### config.mk
export PLATFORM = sky130hd
export DESIGN_NAME = hv_efuse_load_ctrl_flat
export DESIGN_NICKNAME = d
export VERILOG_FILES = /design/src/rtl/hv_efuse_load_ctrl_if.sv /design/src/rtl/hv_efuse_load_ctrl.sv /design/src/flat_wrapper.sv
export SDC_FILE = /design/constraint.sdc
export NUM_CORES = 1
export LEC_CHECK = 0
export ABC_AREA = 1
export CORE_MARGIN = 2
export CORE_UTILIZATION = 35
export DETAILED_ROUTE_END_ITERATION = 8
export PLACE_DENSITY_LB_ADDON = 0.25
export SLEW_MARGIN = 20
export SYNTH_ARGS = -nofsm -noshare
export SYNTH_HDL_FRONTEND = slang
export SYNTH_SLANG_ARGS = --single-unit
export TNS_END_PERCENT = 10
### constraint.sdc
create_clock -name i_clk -period 1.2 [get_ports i_clk]
set_input_delay 0.36 -clock i_clk [delete_from_list [all_inputs] [get_ports i_clk]]
set_output_delay 0.36 -clock i_clk [all_outputs]
set_load 0.05 [all_outputs]
### src/rtl/hv_efuse_load_ctrl_if.sv
// hv_efuse_load_ctrl_if: load handshake, efuse macro read port and register-file write bundle.
interface hv_efuse_load_ctrl_if #(
  parameter int ADDR_W = 3,
  parameter int DATA_W = 8
);
  logic              i_efuse_load_req;
  logic              o_efuse_load_done;
  logic              o_efuse_busy;
  logic              o_efuse_csb;
  logic              o_efuse_strobe;
  logic [ADDR_W-1:0] o_efuse_addr;
  logic [DATA_W-1:0] i_efuse_dout;
  logic              o_reg_wr_en;
  logic [ADDR_W-1:0] o_reg_wr_addr;
  logic [DATA_W-1:0] o_reg_wr_data;
  logic              o_efuse_vld;
  logic              o_efuse_chk_err;
  modport slave (
    input  i_efuse_load_req, i_efuse_dout,
    output o_efuse_load_done, o_efuse_busy, o_efuse_csb, o_efuse_strobe, o_efuse_addr,
           o_reg_wr_en, o_reg_wr_addr, o_reg_wr_data, o_efuse_vld, o_efuse_chk_err
  );
  modport master (
    output i_efuse_load_req, i_efuse_dout,
    input  o_efuse_load_done, o_efuse_busy, o_efuse_csb, o_efuse_strobe, o_efuse_addr,
           o_reg_wr_en, o_reg_wr_addr, o_reg_wr_data, o_efuse_vld, o_efuse_chk_err
  );
endinterface

### src/rtl/hv_efuse_load_ctrl.sv
// hv_efuse_load_ctrl: sequences efuse word reads into the register file and validates the XOR checksum.
// Define HV_EFUSE_DBL_READ_EN to read every word twice and reject the load on any read mismatch.
module hv_efuse_load_ctrl #(
  parameter int EFUSE_WORD_NUM = 8,
  parameter int EFUSE_DATA_W   = 8,
  parameter int EFUSE_ADDR_W   = 3,
  parameter int RD_SETUP_CYC   = 2,
  parameter int RD_PULSE_CYC   = 4,
  parameter int RD_HOLD_CYC    = 2
) (
  input logic                 i_clk,
  input logic                 i_rst_n,
  hv_efuse_load_ctrl_if.slave b
);
  localparam int MAX_CYC = RD_SETUP_CYC > RD_PULSE_CYC ?
                           (RD_SETUP_CYC > RD_HOLD_CYC ? RD_SETUP_CYC : RD_HOLD_CYC) :
                           (RD_PULSE_CYC > RD_HOLD_CYC ? RD_PULSE_CYC : RD_HOLD_CYC);
  localparam int CNT_W = MAX_CYC > 1 ? $clog2(MAX_CYC) : 1;
  localparam logic [CNT_W-1:0] SETUP_LD = CNT_W'(RD_SETUP_CYC - 1);
  localparam logic [CNT_W-1:0] PULSE_LD = CNT_W'(RD_PULSE_CYC - 1);
  localparam logic [CNT_W-1:0] HOLD_LD  = CNT_W'(RD_HOLD_CYC - 1);
  localparam logic [EFUSE_ADDR_W-1:0] LAST_IDX = EFUSE_ADDR_W'(EFUSE_WORD_NUM - 1);
  typedef enum logic [2:0] {IDLE, SETUP, PULSE, HOLD, WRITE, CHECK, DONE} state_t;
  state_t                  r_state;
  logic                    r_armed;
  logic [EFUSE_ADDR_W-1:0] r_idx;
  logic [CNT_W-1:0]        r_cnt;
  logic [EFUSE_DATA_W-1:0] r_cap;
  logic [EFUSE_DATA_W-1:0] r_acc;
  logic                    r_nz;
  logic                    r_csb;
  logic                    r_strobe;
  logic                    r_wr_en;
  logic                    r_done;
  logic                    r_busy;
  logic                    r_vld;
  logic                    r_err;
  logic                    w_pass;
`ifdef HV_EFUSE_DBL_READ_EN
  logic                    r_second;
  logic                    r_mis;
  assign w_pass = ~|r_acc & r_nz & ~r_mis;
`else
  assign w_pass = ~|r_acc & r_nz;
`endif
  always_ff @(posedge i_clk or negedge i_rst_n) begin
    if (!i_rst_n) begin
      r_state  <= IDLE;
      r_armed  <= 1'b0;
      r_idx    <= '0;
      r_cnt    <= '0;
      r_cap    <= '0;
      r_acc    <= '0;
      r_nz     <= 1'b0;
      r_csb    <= 1'b1;
      r_strobe <= 1'b0;
      r_wr_en  <= 1'b0;
      r_done   <= 1'b0;
      r_busy   <= 1'b0;
      r_vld    <= 1'b0;
      r_err    <= 1'b0;
`ifdef HV_EFUSE_DBL_READ_EN
      r_second <= 1'b0;
      r_mis    <= 1'b0;
`endif
    end else begin
      r_wr_en <= 1'b0;
      r_done  <= 1'b0;
      case (r_state)
        IDLE: begin
          // armed only re-arms after req is seen low, so a lingering req cannot retrigger
          if (b.i_efuse_load_req && r_armed) begin
            r_state <= SETUP;
            r_armed <= 1'b0;
            r_idx   <= '0;
            r_cnt   <= SETUP_LD;
            r_csb   <= 1'b0;
            r_busy  <= 1'b1;
            r_vld   <= 1'b0;
            r_err   <= 1'b0;
            r_acc   <= '0;
            r_nz    <= 1'b0;
`ifdef HV_EFUSE_DBL_READ_EN
            r_second <= 1'b0;
            r_mis    <= 1'b0;
`endif
          end else if (!b.i_efuse_load_req) begin
            r_armed <= 1'b1;
          end
        end
        SETUP: begin
          if (r_cnt == '0) begin
            r_state  <= PULSE;
            r_cnt    <= PULSE_LD;
            r_strobe <= 1'b1;
          end else begin
            r_cnt <= r_cnt - 1'b1;
          end
        end
        PULSE: begin
          if (r_cnt == '0) begin
            r_state  <= HOLD;
            r_cnt    <= HOLD_LD;
            r_strobe <= 1'b0;
`ifdef HV_EFUSE_DBL_READ_EN
            if (r_second) r_mis <= r_mis | (b.i_efuse_dout != r_cap);
            else r_cap <= b.i_efuse_dout;
`else
            r_cap <= b.i_efuse_dout;
`endif
          end else begin
            r_cnt <= r_cnt - 1'b1;
          end
        end
        HOLD: begin
          if (r_cnt == '0) begin
`ifdef HV_EFUSE_DBL_READ_EN
            if (!r_second) begin
              r_state  <= SETUP;
              r_cnt    <= SETUP_LD;
              r_second <= 1'b1;
            end else begin
              r_state  <= WRITE;
              r_second <= 1'b0;
              r_csb    <= 1'b1;
              r_wr_en  <= 1'b1;
            end
`else
            r_state <= WRITE;
            r_csb   <= 1'b1;
            r_wr_en <= 1'b1;
`endif
          end else begin
            r_cnt <= r_cnt - 1'b1;
          end
        end
        WRITE: begin
          r_acc <= r_acc ^ r_cap;
          r_nz  <= r_nz | (|r_cap);
          if (r_idx == LAST_IDX) begin
            r_state <= CHECK;
          end else begin
            r_state <= SETUP;
            r_idx   <= r_idx + 1'b1;
            r_cnt   <= SETUP_LD;
            r_csb   <= 1'b0;
          end
        end
        CHECK: begin
          r_state <= DONE;
          r_vld   <= w_pass;
          r_err   <= ~w_pass;
          r_done  <= 1'b1;
        end
        DONE: begin
          r_state <= IDLE;
          r_busy  <= 1'b0;
        end
        default: r_state <= IDLE;
      endcase
    end
  end
  assign b.o_efuse_load_done = r_done;
  assign b.o_efuse_busy      = r_busy;
  assign b.o_efuse_csb       = r_csb;
  assign b.o_efuse_strobe    = r_strobe;
  assign b.o_efuse_addr      = r_idx;
  assign b.o_reg_wr_en       = r_wr_en;
  assign b.o_reg_wr_addr     = r_idx;
  assign b.o_reg_wr_data     = r_cap;
  assign b.o_efuse_vld       = r_vld;
  assign b.o_efuse_chk_err   = r_err;
endmodule

### src/flat_wrapper.sv
// flat-port wrapper written by rule: the top's interface ports become plain ports
module hv_efuse_load_ctrl_flat 
#(
  parameter int EFUSE_WORD_NUM = 8,
  parameter int EFUSE_DATA_W   = 8,
  parameter int EFUSE_ADDR_W   = 3,
  parameter int RD_SETUP_CYC   = 2,
  parameter int RD_PULSE_CYC   = 4,
  parameter int RD_HOLD_CYC    = 2
)
  (i_clk, i_rst_n, b_i_efuse_load_req, b_i_efuse_dout, b_o_efuse_load_done, b_o_efuse_busy, b_o_efuse_csb, b_o_efuse_strobe, b_o_efuse_addr, b_o_reg_wr_en, b_o_reg_wr_addr, b_o_reg_wr_data, b_o_efuse_vld, b_o_efuse_chk_err);
  hv_efuse_load_ctrl_if #(.ADDR_W((3)), .DATA_W((8))) b_i ();
  input logic i_clk;
  input logic i_rst_n;
  input wire logic [$bits(b_i.i_efuse_load_req)-1:0] b_i_efuse_load_req;
  input wire logic [$bits(b_i.i_efuse_dout)-1:0] b_i_efuse_dout;
  output wire logic [$bits(b_i.o_efuse_load_done)-1:0] b_o_efuse_load_done;
  output wire logic [$bits(b_i.o_efuse_busy)-1:0] b_o_efuse_busy;
  output wire logic [$bits(b_i.o_efuse_csb)-1:0] b_o_efuse_csb;
  output wire logic [$bits(b_i.o_efuse_strobe)-1:0] b_o_efuse_strobe;
  output wire logic [$bits(b_i.o_efuse_addr)-1:0] b_o_efuse_addr;
  output wire logic [$bits(b_i.o_reg_wr_en)-1:0] b_o_reg_wr_en;
  output wire logic [$bits(b_i.o_reg_wr_addr)-1:0] b_o_reg_wr_addr;
  output wire logic [$bits(b_i.o_reg_wr_data)-1:0] b_o_reg_wr_data;
  output wire logic [$bits(b_i.o_efuse_vld)-1:0] b_o_efuse_vld;
  output wire logic [$bits(b_i.o_efuse_chk_err)-1:0] b_o_efuse_chk_err;
  assign b_i.i_efuse_load_req = b_i_efuse_load_req;
  assign b_i.i_efuse_dout = b_i_efuse_dout;
  assign b_o_efuse_load_done = b_i.o_efuse_load_done;
  assign b_o_efuse_busy = b_i.o_efuse_busy;
  assign b_o_efuse_csb = b_i.o_efuse_csb;
  assign b_o_efuse_strobe = b_i.o_efuse_strobe;
  assign b_o_efuse_addr = b_i.o_efuse_addr;
  assign b_o_reg_wr_en = b_i.o_reg_wr_en;
  assign b_o_reg_wr_addr = b_i.o_reg_wr_addr;
  assign b_o_reg_wr_data = b_i.o_reg_wr_data;
  assign b_o_efuse_vld = b_i.o_efuse_vld;
  assign b_o_efuse_chk_err = b_i.o_efuse_chk_err;
  hv_efuse_load_ctrl #(.EFUSE_WORD_NUM(EFUSE_WORD_NUM), .EFUSE_DATA_W(EFUSE_DATA_W), .EFUSE_ADDR_W(EFUSE_ADDR_W), .RD_SETUP_CYC(RD_SETUP_CYC), .RD_PULSE_CYC(RD_PULSE_CYC), .RD_HOLD_CYC(RD_HOLD_CYC)) u_core (.i_clk(i_clk), .i_rst_n(i_rst_n), .b(b_i));
endmodule
Word level (Yosys, flattened, before mapping)
Cells that the tools add are included.

cells by class
  $lt $le $gt $ge = 0
  eq/ne operators = 14
  reductions and logical operators = 22
  $add $sub $neg = 2
  shift operators = 0
  multiply operators = 0
  mux-type cells = 33
  bitwise operators = 4
  div/mod/pow operators = 0

operator list
  operator                                                               count
  3-bit 2-to-1 mux                                                       7
  3-bit case mux with 6 select lines                                     1
  8-bit case mux with 2 select lines                                     1
  8-bit OR reduction                                                     2
  3-bit equality test, second input constant                             4
  4-bit AND reduction                                                    3
  1-bit 2-to-1 mux                                                       10
  2-bit 2-to-1 mux                                                       5
  2-bit by 1-bit != test with 1-bit output, second input constant        5
  1-bit case mux with 2 select lines                                     5
  2-bit case mux with 5 select lines                                     1
  2-bit AND reduction                                                    5
  8-bit 2-to-1 mux                                                       1
  2-bit nonzero test                                                     4
  8-bit bitwise XOR                                                      1
  3-bit by 2-bit equality test with 1-bit output, second input constant  2
  3-bit case mux with 2 select lines                                     1
  3-bit AND reduction                                                    2
  5-bit nonzero test                                                     1
  2-bit != test, second input constant                                   2
  3-bit by 1-bit adder with 3-bit output, second input constant          1
  3-bit by 1-bit equality test with 1-bit output, second input constant  1
  3-bit logical NOT                                                      1
  1-bit case mux with 3 select lines                                     1
  8 further kinds                                                        8

storage, ports and cells
  memories = 0
  word-level logic and storage cells = 89
  output and inout bits = 21
  register bits = 33
  memory bits (writable) = 0
  latch bits = 0
  bits of input ports = 11
  bits in read-only memories = 0

Depth between registers and ports, before layout
Gate-level depths: netlist (run 1).

  depth in word-level cells = 5
  mapped depth = 7
  gate-level depth less buffers = 7

Least setup slack after synthesis (run 1)
OpenSTA, ideal clock, no wires.

  kind = register to register
  start = reg u_core.r_idx[0], in the netlist u_core.b.o_efuse_addr[0]
  end = reg u_core.r_cnt[0]
  slack = -0.357 ns
  arrival time = 1.434 ns
  required time = 1.077 ns
  period minus slack after synthesis = 1.557 ns
  buffers on the path = 0
  stages on the path, launching flop included = 7
  path through = dfrtp_1 -> ha_1 -> ha_1 -> nand3_1 -> nand2_1 -> o21ai_0 -> nand2_1

on the way
  cells in the longest elaborated chain, start to end = 3

RTL lines
  element                               line                       RTL
  start, declared                       hv_efuse_load_ctrl.sv:26   logic [EFUSE_ADDR_W-1:0] r_idx;
  start signal, assigned                hv_efuse_load_ctrl.sv:144  r_idx <= r_idx + 1'b1;
  3-bit equality test                   hv_efuse_load_ctrl.sv:140  if (r_idx == LAST_IDX) begin
  2-bit != test (no source line)        --
  4-bit AND reduction (no source line)  --
  end signal, assigned                  hv_efuse_load_ctrl.sv:97   r_cnt <= r_cnt - 1'b1;
  end signal, assigned                  hv_efuse_load_ctrl.sv:112  r_cnt <= r_cnt - 1'b1;
  end signal, assigned                  hv_efuse_load_ctrl.sv:134  r_cnt <= r_cnt - 1'b1;
  end, declared                         hv_efuse_load_ctrl.sv:27   logic [CNT_W-1:0] r_cnt;

No other way between the ends.
A chain may end at the register's enable or synchronous reset.

Worst setup path in the final report (run 1)
  start = reg u_core.r_csb, in the netlist u_core.b.o_efuse_csb
  end = out b_o_efuse_csb

RTL lines
  element                 line                       RTL
  start, declared         hv_efuse_load_ctrl.sv:31   logic r_csb;
  start signal, assigned  hv_efuse_load_ctrl.sv:55   r_csb <= 1'b1;
  start signal, assigned  hv_efuse_load_ctrl.sv:77   r_csb <= 1'b0;
  start signal, assigned  hv_efuse_load_ctrl.sv:130  r_csb <= 1'b1;
  end, declared           flat_wrapper.sv:19         output wire logic [$bits(b_i.o_efuse_csb)-1:0] b_o_efuse_csb;

No word-level cell between the ends.

==> results of run 1 <==
==> state kept, by name (all words and copies together) (netlist names) <==
register	count
u_core.r_acc	8
u_core.r_armed	1
u_core.r_cnt	2
u_core.b.o_efuse_busy	1
u_core.b.o_efuse_csb	1
u_core.b.o_efuse_vld	1
u_core.r_nz	1
u_core.b.o_reg_wr_data	8
u_core.b.o_efuse_addr	3
u_core.b.o_efuse_strobe	1
u_core.b.o_efuse_load_done	1
u_core.b.o_efuse_chk_err	1
u_core.b.o_reg_wr_en	1
u_core.r_state	3
==> logic make-up after synthesis <==
logic type | after synthesis
and+or+nand+nor | 90
buffers and inverters | 33
DFF | 33
AOI/OAI and AO/OA | 30
adders and majority gates | 4
xor gates and xnor gates | 2
==> Yosys cell counts (all sizes together) <==
library cell / count / area share [%]
dfstp: 1 / 1.6
nand4: 3 / 2.1
o21ai: 26 / 8.0
clkinv: 1 / 0.31
xnor2: 2 / 1.1
buf: 5 / 2.8
nor2: 9 / 2.9
o31ai: 1 / 0.46
nand3: 22 / 7.4
dfrtp: 32 / 49
nor3: 2 / 0.62
a21oi: 2 / 0.62
ha: 4 / 3.1
inv: 27 / 6.3
nand2: 54 / 13
o21a: 1 / 0.46
==> where the power goes <==
part | total, mW | switching [mW] | internal, mW
Combinational | 4.45 | 2.43 | 2.01
Sequential | 2.05 | 0.470 | 1.58
Clock | 0.931 | 0.413 | 0.518
Total | 7.43 | 3.32 | 4.11
==> stage by stage <==
step	total power, mW	setup slack, ps
floorplan	4.34	-106
global placement	6.11	-308
detailed placement	6.18	-335
CTS	7.26	-148
global route	7.94	-168
finish	7.43	-136
==> final cells by class <==
class	count	area share (%)
clock buffers	7	3.76
clock inverters	1	0.195
inverters	28	4.39
multi-input cells	126	28.9
flip-flops and latches	33	32.6
well taps	52	2.54
repair buffers	53	27.7
==> cells in the final DEF (no fill, tap or decap), types with 2 or more instances in the layout <==
master and instances:
clkbuf_8 7, nor2_1 4, nor2_2 2, nand2_1 48
a21oi_1 2, inv_2 4, buf_4 18, o21ai_0 20
buf_6 3, clkdlybuf4s50_1 10, dfrtp_1 25, nand3_1 18
ha_4 3, dfrtp_2 7, o21ai_1 4, buf_12 22
nand3_4 2, o21ai_2 2, nor3_1 2, nand4_1 2
nor2_4 3, nand2_2 5, inv_1 22, xnor2_1 2
nand3_2 2
==> repair_timing <==
item	CTS	global route
setup endpoints to repair	46	51
hold buffers	0	0
gates resized for setup	10	11
setup buffers	3	3
pin swaps	1	6
==> worst max path at each step <==
stage | endpoint | from | depth (start not counted) | slack (ps)
final | b_o_efuse_csb | u_core.b.o_efuse_csb | 1 | -140
after global routing | u_core.r_cnt[0] | u_core.r_state[1] | 7 | -170
after CTS | b_o_efuse_csb | u_core.b.o_efuse_csb | 1 | -150
after detailed placement | u_core.r_state[1] | b_i_efuse_load_req | 6 | -340
after global placement | u_core.r_state[1] | b_i_efuse_load_req | 6 | -310
after floorplan | u_core.r_cnt[0] | u_core.b.o_efuse_addr[0] | 6 | -110
==> worst register-to-register path, stage by stage (launching register included) <==
cell	delay, ps
dfrtp_2	420
buf_4	140
ha_4	150
ha_4	160
nand3_4	80
nand2_4	80
o21ai_2	120
nand2_1	60
==> metal layers <==
layer | routed length (um) | GRT usage, % | up-vias
met5 | 0 | 0 | -
met4 | 57 | 5.87 | 0
met3 | 153 | 5.56 | 7
met2 | 1750 | 23.5 | 29
met1 | 1660 | 20.2 | 662
li1 | - | - | 721
==> results.toml, run 1 <==
[run_status]
outcome = "complete, but fails checks"
failed_checks = "negative setup slack"

[cells_and_area]
fillers = 361
drive_gt1_share_pct = 34.7
final_nets = 262
antennaDiodeCount = 0
stdcell_count = 300
seq_area_um2 = 836
multi_input_area_um2 = 741
final_cell_area_um2 = 2560
final_core_util_pct = 58.1
synthToLayoutAreaGrowth_pct = 58.4

[place]
dp_cells = 286
place_congestion = 0.879
dpl.hpwl_um = 2670
portBuffers = 31
post_dp_cell_area_um2 = 2350

[grt]
grt_pass1_wl_um = 6200
grt_usage_pct = 15.4
gr-total-overflow = 0
grt_max_degree = 24
antenna_found_initial = 0
grt_pass1_vias = 1341

[drt]
wirelength_um = 3620
ant_nets = 0
vias_per_cell = 4.73
drt_iter0_markers = 57
wl_per_cell_um = 12.1
vias = 1419
firstDrtPassIters = 6
drcViolationCount = 0

[timing]
worst_pin_slew_ps = 221
skew_ps = 2.58
maxSlewViolCount = 0
fin_crit_ps = 1340
hold_ws_ps = 462
fmax_mhz = 748
tns_ps = -2160
fin_ws_ps = -136
rsz0062_at_grt = "yes"
post-route-period-util_pct = 111
setup_viol = 36
max_slew_margin_pct = 85.2
hold_violations = 0

[synthesis]
synth_compound_area_share_pct = 9.58
syn_area_per_cell_um2 = 8.43
syn-instance-count = 192
synthesis.area_um2 = 1620
yosys.area_share.simple_pct = 25.8
synthXorXnorAreaFrac_pct = 1.08
ys_ff_latch = 33
synth_top_family_by_area = "simple AND/OR/NAND/NOR gates"
ys_types = 24
synth_adder_area_share_pct = 3.09
synth_mux_area_share_pct = 0
synth-warning-count = 0
synth_nets = 207
yosysSeqAreaShare_pct = 51.1

[run]
drv_cap = 0

[cts]
htreeDepth = 2
cts_tree = "yes"
numCtsBuffers = 5
cts_root_buf = "clkbuf_8"
cts.path.max_buffers = 2
cts.reportedPaths.clkPinSlew_ps = 70
numClockSinks = 33
clock_latency_ps = 280

[floorplan]
fp.dieW_um = 72.0
initial_core_util_pct = 36.7
die_h_um = 72.0
dieArea_um2 = 5190
io_pins = 32
rows = 24
core_area_um2 = 4410

[setup_path]
crit_type = "reg2out"
path_cells = "buf_12"
r2r-end = "u_core.r_cnt[1]"
critPathCaptureType = "output pin"
required_ps = 840
crit_path_max_fanout = 2
critPathMaxStageDelay_ps = 560
cp_top_family = "flip-flops"
r2r_cells = 7
cp_slowest_cell = "dfstp_2"
r2r_slack_ps = -130
arrival_ps = 980
setup.worst_path.start_class = "flip-flop"
crit_buf_inv = 1
timing.rr.start = "u_core.b.o_efuse_addr[0]"

[min_path]
min_path_type = "in2async"

[power_and_ir_drop]
ir_drop_v = 0.00126
p_per_area_nw_per_um2 = 2900
p_leak_nw = 1.20
Power figures use the tool's default switching activity.
==> inputs of run 2 (changes only) <==
--- a/config.mk
+++ b/config.mk
@@ -6,7 +6,7 @@
 export NUM_CORES = 1
 export LEC_CHECK = 0
 export ABC_AREA = 1
-export CORE_MARGIN = 2
+export CORE_MARGIN = 8
 export CORE_UTILIZATION = 35
 export DETAILED_ROUTE_END_ITERATION = 8
 export PLACE_DENSITY_LB_ADDON = 0.25
==> results.toml, run 2 (same netlist as run 1, synthesis figures left out) <==
[floorplan]
fp.dieW_um = 84.0
core_area_um2 = 4410
die_h_um = 84.0
dieArea_um2 = 7060
initial_core_util_pct = 36.7
io_pins = 32
rows = 24

[cells_and_area]
fillers = 384
synthToLayoutAreaGrowth_pct = 58.3
drive_gt1_share_pct = 31.9
multi_input_area_um2 = 742
final_cell_area_um2 = 2560
antennaDiodeCount = 0
final_cell_mix = "nand2_1, dfrtp_1, buf_12"
final_nets = 262
final_core_util_pct = 58.1
seq_area_um2 = 832
final_common_cell = "nand2_1"

[timing]
post-route-period-util_pct = 112
max_slew_margin_pct = 84.4
rsz0062_at_grt = "yes"
skew_ps = 2.83
fin_ws_ps = -141
fmax_mhz = 745
fin_crit_ps = 1340
hold_violations = 0
tns_ps = -1890
maxSlewViolCount = 0
setup_viol = 37
worst_pin_slew_ps = 234

[setup_path]
timing.rr.start = "u_core.b.o_efuse_addr[0]"
arrival_ps = 980
setup.worst_path.start_class = "flip-flop"
critPathCaptureType = "output pin"
crit_type = "reg2out"
crit_path_max_fanout = 3
r2r-end = "u_core.r_cnt[0]"
required_ps = 840
r2r_cells = 7
r2r_slack_ps = -130

[drt]
ant_nets = 0
drt_iter0_markers = 47
wirelength_um = 4020
vias = 1452
drcViolationCount = 0
wl_per_cell_um = 13.4
vias_per_cell = 4.84
firstDrtPassIters = 4

[place]
post_dp_cell_area_um2 = 2380
place_congestion = 0.812
dpl.hpwl_um = 2880
place_ws_ps = -340
portBuffers = 31

[run_status]
failed_checks = "negative setup slack"
outcome = "complete, but fails checks"

[cts]
numClockSinks = 33
cts_root_buf = "clkbuf_8"
holdBufCountCts = 0
numCtsBuffers = 5
htreeDepth = 2
cts.reportedPaths.clkPinSlew_ps = 60
clock_latency_ps = 280
cts_tree = "yes"
cts.path.max_buffers = 2

[grt]
grt_max_degree = 34
gr-total-overflow = 0
antenna_found_initial = 0
grt_pass1_vias = 1545
grt_usage_pct = 12.3
grt_pass1_wl_um = 7150

[min_path]
min_path_type = "in2async"

[run]
drv_cap = 0

[power_and_ir_drop]
p_per_area_nw_per_um2 = 2900
p_leak_nw = 1.20
ir_drop_v = 0.00131
## run 2: power breakdown
group          switching [mW]  internal (mW)  total (mW)
sequential              0.449           1.57        2.02
combinational            2.53           2.07        4.60
clock                   0.395          0.412       0.806
total                    3.37           4.06        7.43
## run 2: worst max-delay path by stage
stage | startpoint | endpoint | slack [ps] | cells past startpoint
after floorplan | u_core.b.o_efuse_addr[0] | u_core.r_cnt[0] | -110 | 6
after detailed placement | b_i_efuse_load_req | u_core.r_state[0] | -340 | 6
final | u_core.b.o_efuse_addr[0] | b_o_efuse_addr[0] | -140 | 2
after global placement | b_i_efuse_load_req | u_core.r_state[1] | -320 | 6
after CTS | u_core.b.o_efuse_csb | b_o_efuse_csb | -140 | 1
after global routing | u_core.b.o_efuse_addr[0] | u_core.r_cnt[0] | -180 | 7
## run 2: final cells by class
| class | count | share of cell area, % |
|---|---|---|
| sequential | 33 | 32.5 |
| inverter | 28 | 4.39 |
| timing repair buffer | 53 | 28.6 |
| multi-input combinational | 126 | 28.9 |
| tap | 52 | 2.54 |
| clock buffer | 8 | 3.12 |
## run 2: per-layer routing
layer	wire (um)	track usage, %	vias to the layer above
met5	0	0	-
met2	1920	20.1	38
met4	48	3.77	0
met1	1800	14.0	683
li1	-	-	724
met3	252	5.57	7
## run 2: worst max-delay path: stages, from the launching register on
cell,delay (ps)
dfrtp_2,420
buf_6,140
buf_12,140
## run 2: per-stage QoR
stage / power, mW / cells / hold slack (ps)
2_1_floorplan: 4.34 / 192 / 64.4
3_3_place_gp: 6.25 / 288 / 500
3_5_place_dp: 6.32 / 288 / 509
4_1_cts: 7.32 / 300 / 449
5_1_grt: 7.95 / 300 / 457
6_report: 7.43 / 300 / 443
## run 2: what timing repair did
| action | CTS | global route |
|---|---|---|
| pin swaps | 2 | 5 |
| endpoints found under the setup margin | 41 | 52 |
| hold endpoints to repair | 0 | 0 |
| resized for setup | 12 | 10 |
| buffers inserted | 4 | 0 |
| cloned | 0 | 0 |
